$ cat src/rtl/err_accumulator.sv
`default_nettype none
// ============================================================================
//  Module   : err_accumulator
//  Purpose  : Per-channel SSE/SAE error accumulator over a fixed-length run,
//             with a 3-stage diff/metric/accumulate pipeline and saturation.
//             Optional peak |diff| tracking via ERR_ACC_MAX_TRACK_EN.
//  Revision : 1.0 - initial release
// ============================================================================
module err_accumulator #(
    parameter int INPUT_WL = 12,
    parameter int NUM_CH   = 2,
    parameter int SEQ_LEN  = 131072,
    parameter int ACC_WL   = 64
) (
    input  logic                          clk,
    input  logic                          rstn,
    input  logic                          start,
    input  logic                          mode,
    input  logic                          in_valid,
    input  logic [NUM_CH*INPUT_WL-1:0]    data_in,
    input  logic [NUM_CH*INPUT_WL-1:0]    data_ref,
    output logic                          busy,
    output logic [NUM_CH*ACC_WL-1:0]      data_out,
    output logic                          data_valid,
    output logic [NUM_CH-1:0]             sat
`ifdef ERR_ACC_MAX_TRACK_EN
    ,
    output logic [NUM_CH*(INPUT_WL+1)-1:0] max_err
`endif
);

    localparam int          c_DIFF_WL = INPUT_WL + 1;
    localparam int          c_PROD_WL = 2 * INPUT_WL + 2;
    localparam int          c_WIDE_WL = (ACC_WL > c_PROD_WL) ? ACC_WL : c_PROD_WL;
    localparam int          c_SUM_WL  = c_WIDE_WL + 1;
    localparam logic [31:0] c_LAST    = 32'(SEQ_LEN - 1);

    typedef enum logic [1:0] {
        S_IDLE  = 2'd0,
        S_RUN   = 2'd1,
        S_DRAIN = 2'd2,
        S_DONE  = 2'd3
    } state_t;

    state_t      r_state;
    logic [31:0] r_cnt;
    logic [1:0]  r_drain;
    logic        r_mode;
    logic        r_busy;
    logic        r_data_valid;
    logic        r_v1;
    logic        r_v2;

    logic        w_start_ok;
    logic        w_accept;
    logic        w_finish;

    assign w_start_ok = (r_state == S_IDLE) && start;
    assign w_accept   = (r_state == S_RUN) && in_valid;
    // Last drain cycle: the final sample has been in the accumulator for one cycle.
    assign w_finish   = (r_state == S_DRAIN) && (r_drain == 2'd2);

    assign busy       = r_busy;
    assign data_valid = r_data_valid;

    always_ff @(posedge clk) begin
        if (!rstn) begin
            r_state      <= S_IDLE;
            r_cnt        <= '0;
            r_drain      <= '0;
            r_mode       <= 1'b0;
            r_busy       <= 1'b0;
            r_data_valid <= 1'b0;
            r_v1         <= 1'b0;
            r_v2         <= 1'b0;
        end else begin
            r_data_valid <= 1'b0;
            r_v1         <= w_accept;
            r_v2         <= r_v1;
            case (r_state)
                S_IDLE: begin
                    if (start) begin
                        r_state <= S_RUN;
                        r_mode  <= mode;
                        r_cnt   <= '0;
                        r_busy  <= 1'b1;
                    end
                end
                S_RUN: begin
                    if (in_valid) begin
                        r_cnt <= r_cnt + 32'd1;
                        if (r_cnt == c_LAST) begin
                            r_state <= S_DRAIN;
                            r_drain <= '0;
                        end
                    end
                end
                S_DRAIN: begin
                    r_drain <= r_drain + 2'd1;
                    if (w_finish) begin
                        r_state      <= S_DONE;
                        r_busy       <= 1'b0;
                        r_data_valid <= 1'b1;
                    end
                end
                S_DONE: begin
                    r_state <= S_IDLE;
                end
                default: begin
                    r_state <= S_IDLE;
                end
            endcase
        end
    end

    for (genvar c = 0; c < NUM_CH; c++) begin : g_ch
        logic [INPUT_WL-1:0]  w_in;
        logic [INPUT_WL-1:0]  w_ref;
        logic [c_DIFF_WL-1:0] w_diff;
        logic [c_DIFF_WL-1:0] w_abs;
        logic [c_PROD_WL-1:0] w_dx;
        logic [c_PROD_WL-1:0] w_sq;
        logic [c_PROD_WL-1:0] w_abs_ext;
        logic [c_SUM_WL-1:0]  w_sum;
        logic                 w_ovf;

        logic [c_DIFF_WL-1:0] r_diff;
        logic [c_PROD_WL-1:0] r_s2;
        logic [ACC_WL-1:0]    r_acc;
        logic [ACC_WL-1:0]    r_out;
        logic                 r_sat;

        assign w_in   = data_in [c*INPUT_WL +: INPUT_WL];
        assign w_ref  = data_ref[c*INPUT_WL +: INPUT_WL];
        assign w_diff = {w_ref[INPUT_WL-1], w_ref} - {w_in[INPUT_WL-1], w_in};

        // Magnitude of the most negative diff still fits unsigned in c_DIFF_WL bits.
        assign w_abs     = r_diff[c_DIFF_WL-1] ? (~r_diff + 1'b1) : r_diff;
        assign w_dx      = {{(c_PROD_WL-c_DIFF_WL){r_diff[c_DIFF_WL-1]}}, r_diff};
        assign w_sq      = w_dx * w_dx;
        assign w_abs_ext = {{(c_PROD_WL-c_DIFF_WL){1'b0}}, w_abs};

        assign w_sum = {{(c_SUM_WL-ACC_WL){1'b0}}, r_acc}
                     + {{(c_SUM_WL-c_PROD_WL){1'b0}}, r_s2};
        assign w_ovf = |w_sum[c_SUM_WL-1:ACC_WL];

        always_ff @(posedge clk) begin
            if (!rstn) begin
                r_diff <= '0;
                r_s2   <= '0;
                r_acc  <= '0;
                r_out  <= '0;
                r_sat  <= 1'b0;
            end else begin
                if (w_accept) begin
                    r_diff <= w_diff;
                end
                if (r_v1) begin
                    r_s2 <= r_mode ? w_abs_ext : w_sq;
                end
                if (w_start_ok) begin
                    r_acc <= '0;
                    r_sat <= 1'b0;
                end else if (r_v2) begin
                    r_acc <= w_ovf ? {ACC_WL{1'b1}} : w_sum[ACC_WL-1:0];
                    if (w_ovf) begin
                        r_sat <= 1'b1;
                    end
                end
                if (w_finish) begin
                    r_out <= r_acc;
                end
            end
        end

        assign data_out[c*ACC_WL +: ACC_WL] = r_out;
        assign sat[c]                       = r_sat;

`ifdef ERR_ACC_MAX_TRACK_EN
        logic [c_DIFF_WL-1:0] r_peak;
        logic [c_DIFF_WL-1:0] r_max;

        always_ff @(posedge clk) begin
            if (!rstn) begin
                r_peak <= '0;
                r_max  <= '0;
            end else begin
                if (w_start_ok) begin
                    r_peak <= '0;
                end else if (r_v1 && (w_abs > r_peak)) begin
                    r_peak <= w_abs;
                end
                if (w_finish) begin
                    r_max <= r_peak;
                end
            end
        end

        assign max_err[c*c_DIFF_WL +: c_DIFF_WL] = r_max;
`endif
    end

endmodule
`default_nettype wire

$ cat config.mk
export PLATFORM = sky130hd
export DESIGN_NAME = err_accumulator
export DESIGN_NICKNAME = d
export VERILOG_FILES = /design/src/rtl/err_accumulator.sv
export SDC_FILE = /design/constraint.sdc
export NUM_CORES = 2
export LEC_CHECK = 0
export ABC_AREA = 1
export CAP_MARGIN = 10
export CORE_AREA = 5 5 267 269
export DETAILED_ROUTE_END_ITERATION = 8
export DIE_AREA = 0 0 272 274
export GPL_TIMING_DRIVEN = 0
export PLACE_DENSITY_LB_ADDON = 0.2
export SYNTH_ARGS = -nofsm -noshare
export SYNTH_HDL_FRONTEND = slang
export SYNTH_SLANG_ARGS = --single-unit
$ cat constraint.sdc
create_clock -name clk -period 5.44 [get_ports clk]
set_input_delay 0.816 -clock clk [delete_from_list [all_inputs] [get_ports clk]]
set_output_delay 0.816 -clock clk [all_outputs]
set_load 0.01 [all_outputs]
==> metrics.cfg <==
[run_status]
outcome = finished clean

[drt]
post_drt_wl_per_cell_um = 17.90
wl_met3_um = 8635
drtAntennaViolNets = 0
viasPerCell = 5.385
drc = 0
first_pass_iters = 8
wl_met2_um = 48600
top_layer = met4
first_iter_violations = 3003
drt_wl_total_um = 109400
dr_total_vias = 32920
drt-met1-wl_um = 47240

[power_and_ir_drop]
ir_worst_vdd_mv = 0.2332
finalPower_uw = 10180
p_sw_uw = 3896
p_int_uw = 6287
sw_frac_of_total = 0.3826
powerDensity_nw_per_um2 = 250.0
seqPwrFrac = 0.301
combPwrFrac = 0.392
p_leak_uw = 0.02081
clockPowerShare = 0.307

[synthesis]
syn-cell-area_um2 = 33860
synthDistinctLibCells = 56
synth-seq-cells = 377
synth_ff_type = dfxtp_1
async_reset_ff_frac = 0
ys_warn_count = 0
synthCells = 4901
synth-seq-area-share = 0.2229
synth.avg_cell_area_um2 = 6.909
synthesis.nets = 5475
synth_edf_count = 0

[critical_path]
cp-end-kind = register
r2r_setup_slack_ps = 60
worst-setup-path-type = reg2reg
crit_fanout = 7
reg2reg_from = g_ch[1].r_diff[12]$_SDFFE_PN0P_
crit_path_start_kind = register
required_ps = 5940
arrival_ps = 5880
rr_endpoint = g_ch[1].r_s2[25]$_SDFFE_PN0P_
reg2reg_depth = 22

[final_layout]
final_cell_mix = nand2_1 (1046), inv_1 (918), nor2_1 (462)
mostFrequentLayoutCell = nand2_1
drive_above_1_share = 0.1051
final_util = 0.5959
final_net_count = 5771
syn_to_final_growth_pct = 20.28
stdcell_area_um2 = 40730
diodes = 0
fillCellCount = 6311

[clock_network]
numCtsBuffers = 44
clkTransAtPathRegs_ps = 70
clock_latency_ps = 610
cts_root_buf = clkbuf_16
cts.htree.levels = 2
cts_num_sinks = 377
clk_path_buf_depth = 3
hold_buffers = 0
tritoncts = yes

[global_route]
track_usage = 0.2858
grt_pass1_wl_um = 170200
antenna_found_initial = 2
gr-total-overflow = 0
first_global_vias = 31690
grt_max_degree = 14

[hold_path]
hp-start = g_ch[1].r_sat$_SDFFE_PP0P_
worstHoldPathCells = 2
whs_endpoint = g_ch[1].r_sat$_SDFFE_PP0P_
hold_class = reg2reg

[timing]
skew_ps = 30.61
relSlewSlack = 0.2270
setup_slack_ps = 60.37
max_freq_mhz = 185.9
setup_tns_ps = 0
setup_viol = 0
finalCritPeriodShare = 0.9889
slew_viol_final = 0
rsz0062_at_grt = true
hold_viol = 0
tightest_slew_ps = 1160
min_period_ps = 5380

[placement]
gp_congestion = 0.9732
io_buffers = 184
placed_cell_area_um2 = 36870
dp_hpwl_um = 85710
post-place-ws_ps = -970.0

[floorplan]
die_w_um = 272
rows = 96
die_h_um = 274
core_area_um2 = 68350
initial_core_util = 0.4955
die_area_um2 = 74530
io_pins = 185

[run]
maxCapViolations = 0

-- what timing repair did --
item	CTS	global route
setup endpoints to repair	35	29
gates cloned	2	0
buffers inserted	51	20
pin swaps	86	135
resized for setup	264	211
-- cell usage after synthesis, drive strengths merged (2+ instances only) --
| cell type | n | area, um^2 |
|---|---|---|
| nand2 | 1106 | 4217 |
| inv | 978 | 3674 |
| nor2 | 496 | 1942 |
| dfxtp | 377 | 7547 |
| o21ai | 333 | 1667 |
| a21oi | 323 | 1650 |
| fa | 288 | 5766 |
| nand3 | 240 | 1229 |
| ha | 233 | 2915 |
| clkbuf | 120 | 450.4 |
| nor3 | 83 | 451.7 |
| nand4 | 77 | 481.7 |
| xor2 | 69 | 604.3 |
| xnor2 | 35 | 306.5 |
| buf | 28 | 162.7 |
| a31oi | 21 | 131.4 |
| nand3b | 15 | 112.6 |
| o211ai | 15 | 112.6 |
| nor4 | 14 | 93.84 |
| or2 | 14 | 87.59 |
| o21bai | 7 | 52.55 |
| a21o | 6 | 45.04 |
| a21boi | 4 | 30.03 |
| clkinv | 3 | 11.26 |
| o21a | 3 | 22.52 |
| a211o | 2 | 17.52 |
| a31o | 2 | 17.52 |
-- per-stage QoR --
step | hold slack [ps] | instances
global placement | 442.7 | 5967
CTS | 457.9 | 6095
detailed placement | 447.5 | 5967
floorplan | 430.4 | 4901
finish | 454.0 | 6113
global route | 471.5 | 6113
-- routing by layer --
layer,up-vias,GRT usage
li1,15860,-
met5,-,0
met3,286,0.03850
met1,15540,0.3959
met2,1237,0.4552
met4,0,0.1129
-- sequential cells by signal, summed over array words and instances, names as in the netlist, 2 cells and up --
signal and cells:
g_ch.r_acc 128, g_ch.r_diff 26, g_ch.r_out 128, g_ch.r_s2 52, g_ch.r_sat 2, r_cnt 32, r_drain 2, r_state 2
-- worst max path at each step --
stage | startpoint | end | slack (ps) | cells after the start
floorplan | g_ch[0].r_diff[12]$_SDFFE_PN0P_ | g_ch[0].r_s2[22]$_SDFFE_PN0P_ | 1 | 23
global placement | g_ch[0].r_diff[6]$_SDFFE_PN0P_ | g_ch[0].r_s2[18]$_SDFFE_PN0P_ | -900 | 18
detailed placement | g_ch[0].r_diff[6]$_SDFFE_PN0P_ | g_ch[0].r_s2[18]$_SDFFE_PN0P_ | -970 | 18
CTS | g_ch[1].r_diff[12]$_SDFFE_PN0P_ | g_ch[1].r_s2[25]$_SDFFE_PN0P_ | -80 | 25
global route | g_ch[0].r_diff[12]$_SDFFE_PN0P_ | g_ch[0].r_s2[25]$_SDFFE_PN0P_ | -90 | 26
finish | g_ch[1].r_diff[12]$_SDFFE_PN0P_ | g_ch[1].r_s2[25]$_SDFFE_PN0P_ | 60 | 22
-- worst max-delay path, stage by stage, from the launching register on --
cell       delay (ps)
dfxtp_4           360
clkbuf_16         150
buf_12            130
nand2_4            50
inv_2              40
fa_2              600
inv_2              50
fa_2              710
inv_4              90
fa_2              590
inv_2              50
fa_1              500
inv_1              50
fa_1              480
ha_4              280
ha_4              270
a21oi_2           160
o21ai_1            80
a21oi_1           150
nand3_2           140
nand3_2           110
nand3_2            80
a21oi_2           160
-- layout make-up --
class                      instances  area (um^2)  area share
sequential                       377         7619      0.1871
tap                              882         1104     0.02710
buffer                           141        879.6     0.02160
timing repair buffer             257         2446     0.06006
inverter                         981         3700     0.09084
multi-input combinational       3395        23460      0.5760
clock inverter                    18        221.5    0.005437
clock buffer                      62         1299     0.03189
-- cells by family (layout without fill, tap and decap cells) --
group,after synthesis,count (layout),share of synthesized area
compound gates,721,721,0.1118
flops,377,377,0.2229
buf+inv,1129,1459,0.1269
xor+xnor,104,104,0.02690
fa+ha+maj,521,521,0.2564
simple gates,2049,2049,0.2552
-- power by group through the flow --
stage	Combinational, uW	Clock, uW	Sequential (uW)
finish	3990	3130	3060
CTS	3630	3180	3040
detailed placement	3090	0	3080
global route	4380	3290	3070
floorplan	2160	0	3010
global placement	3070	0	3080
Note: power is estimated with default switching activity, not from simulation.
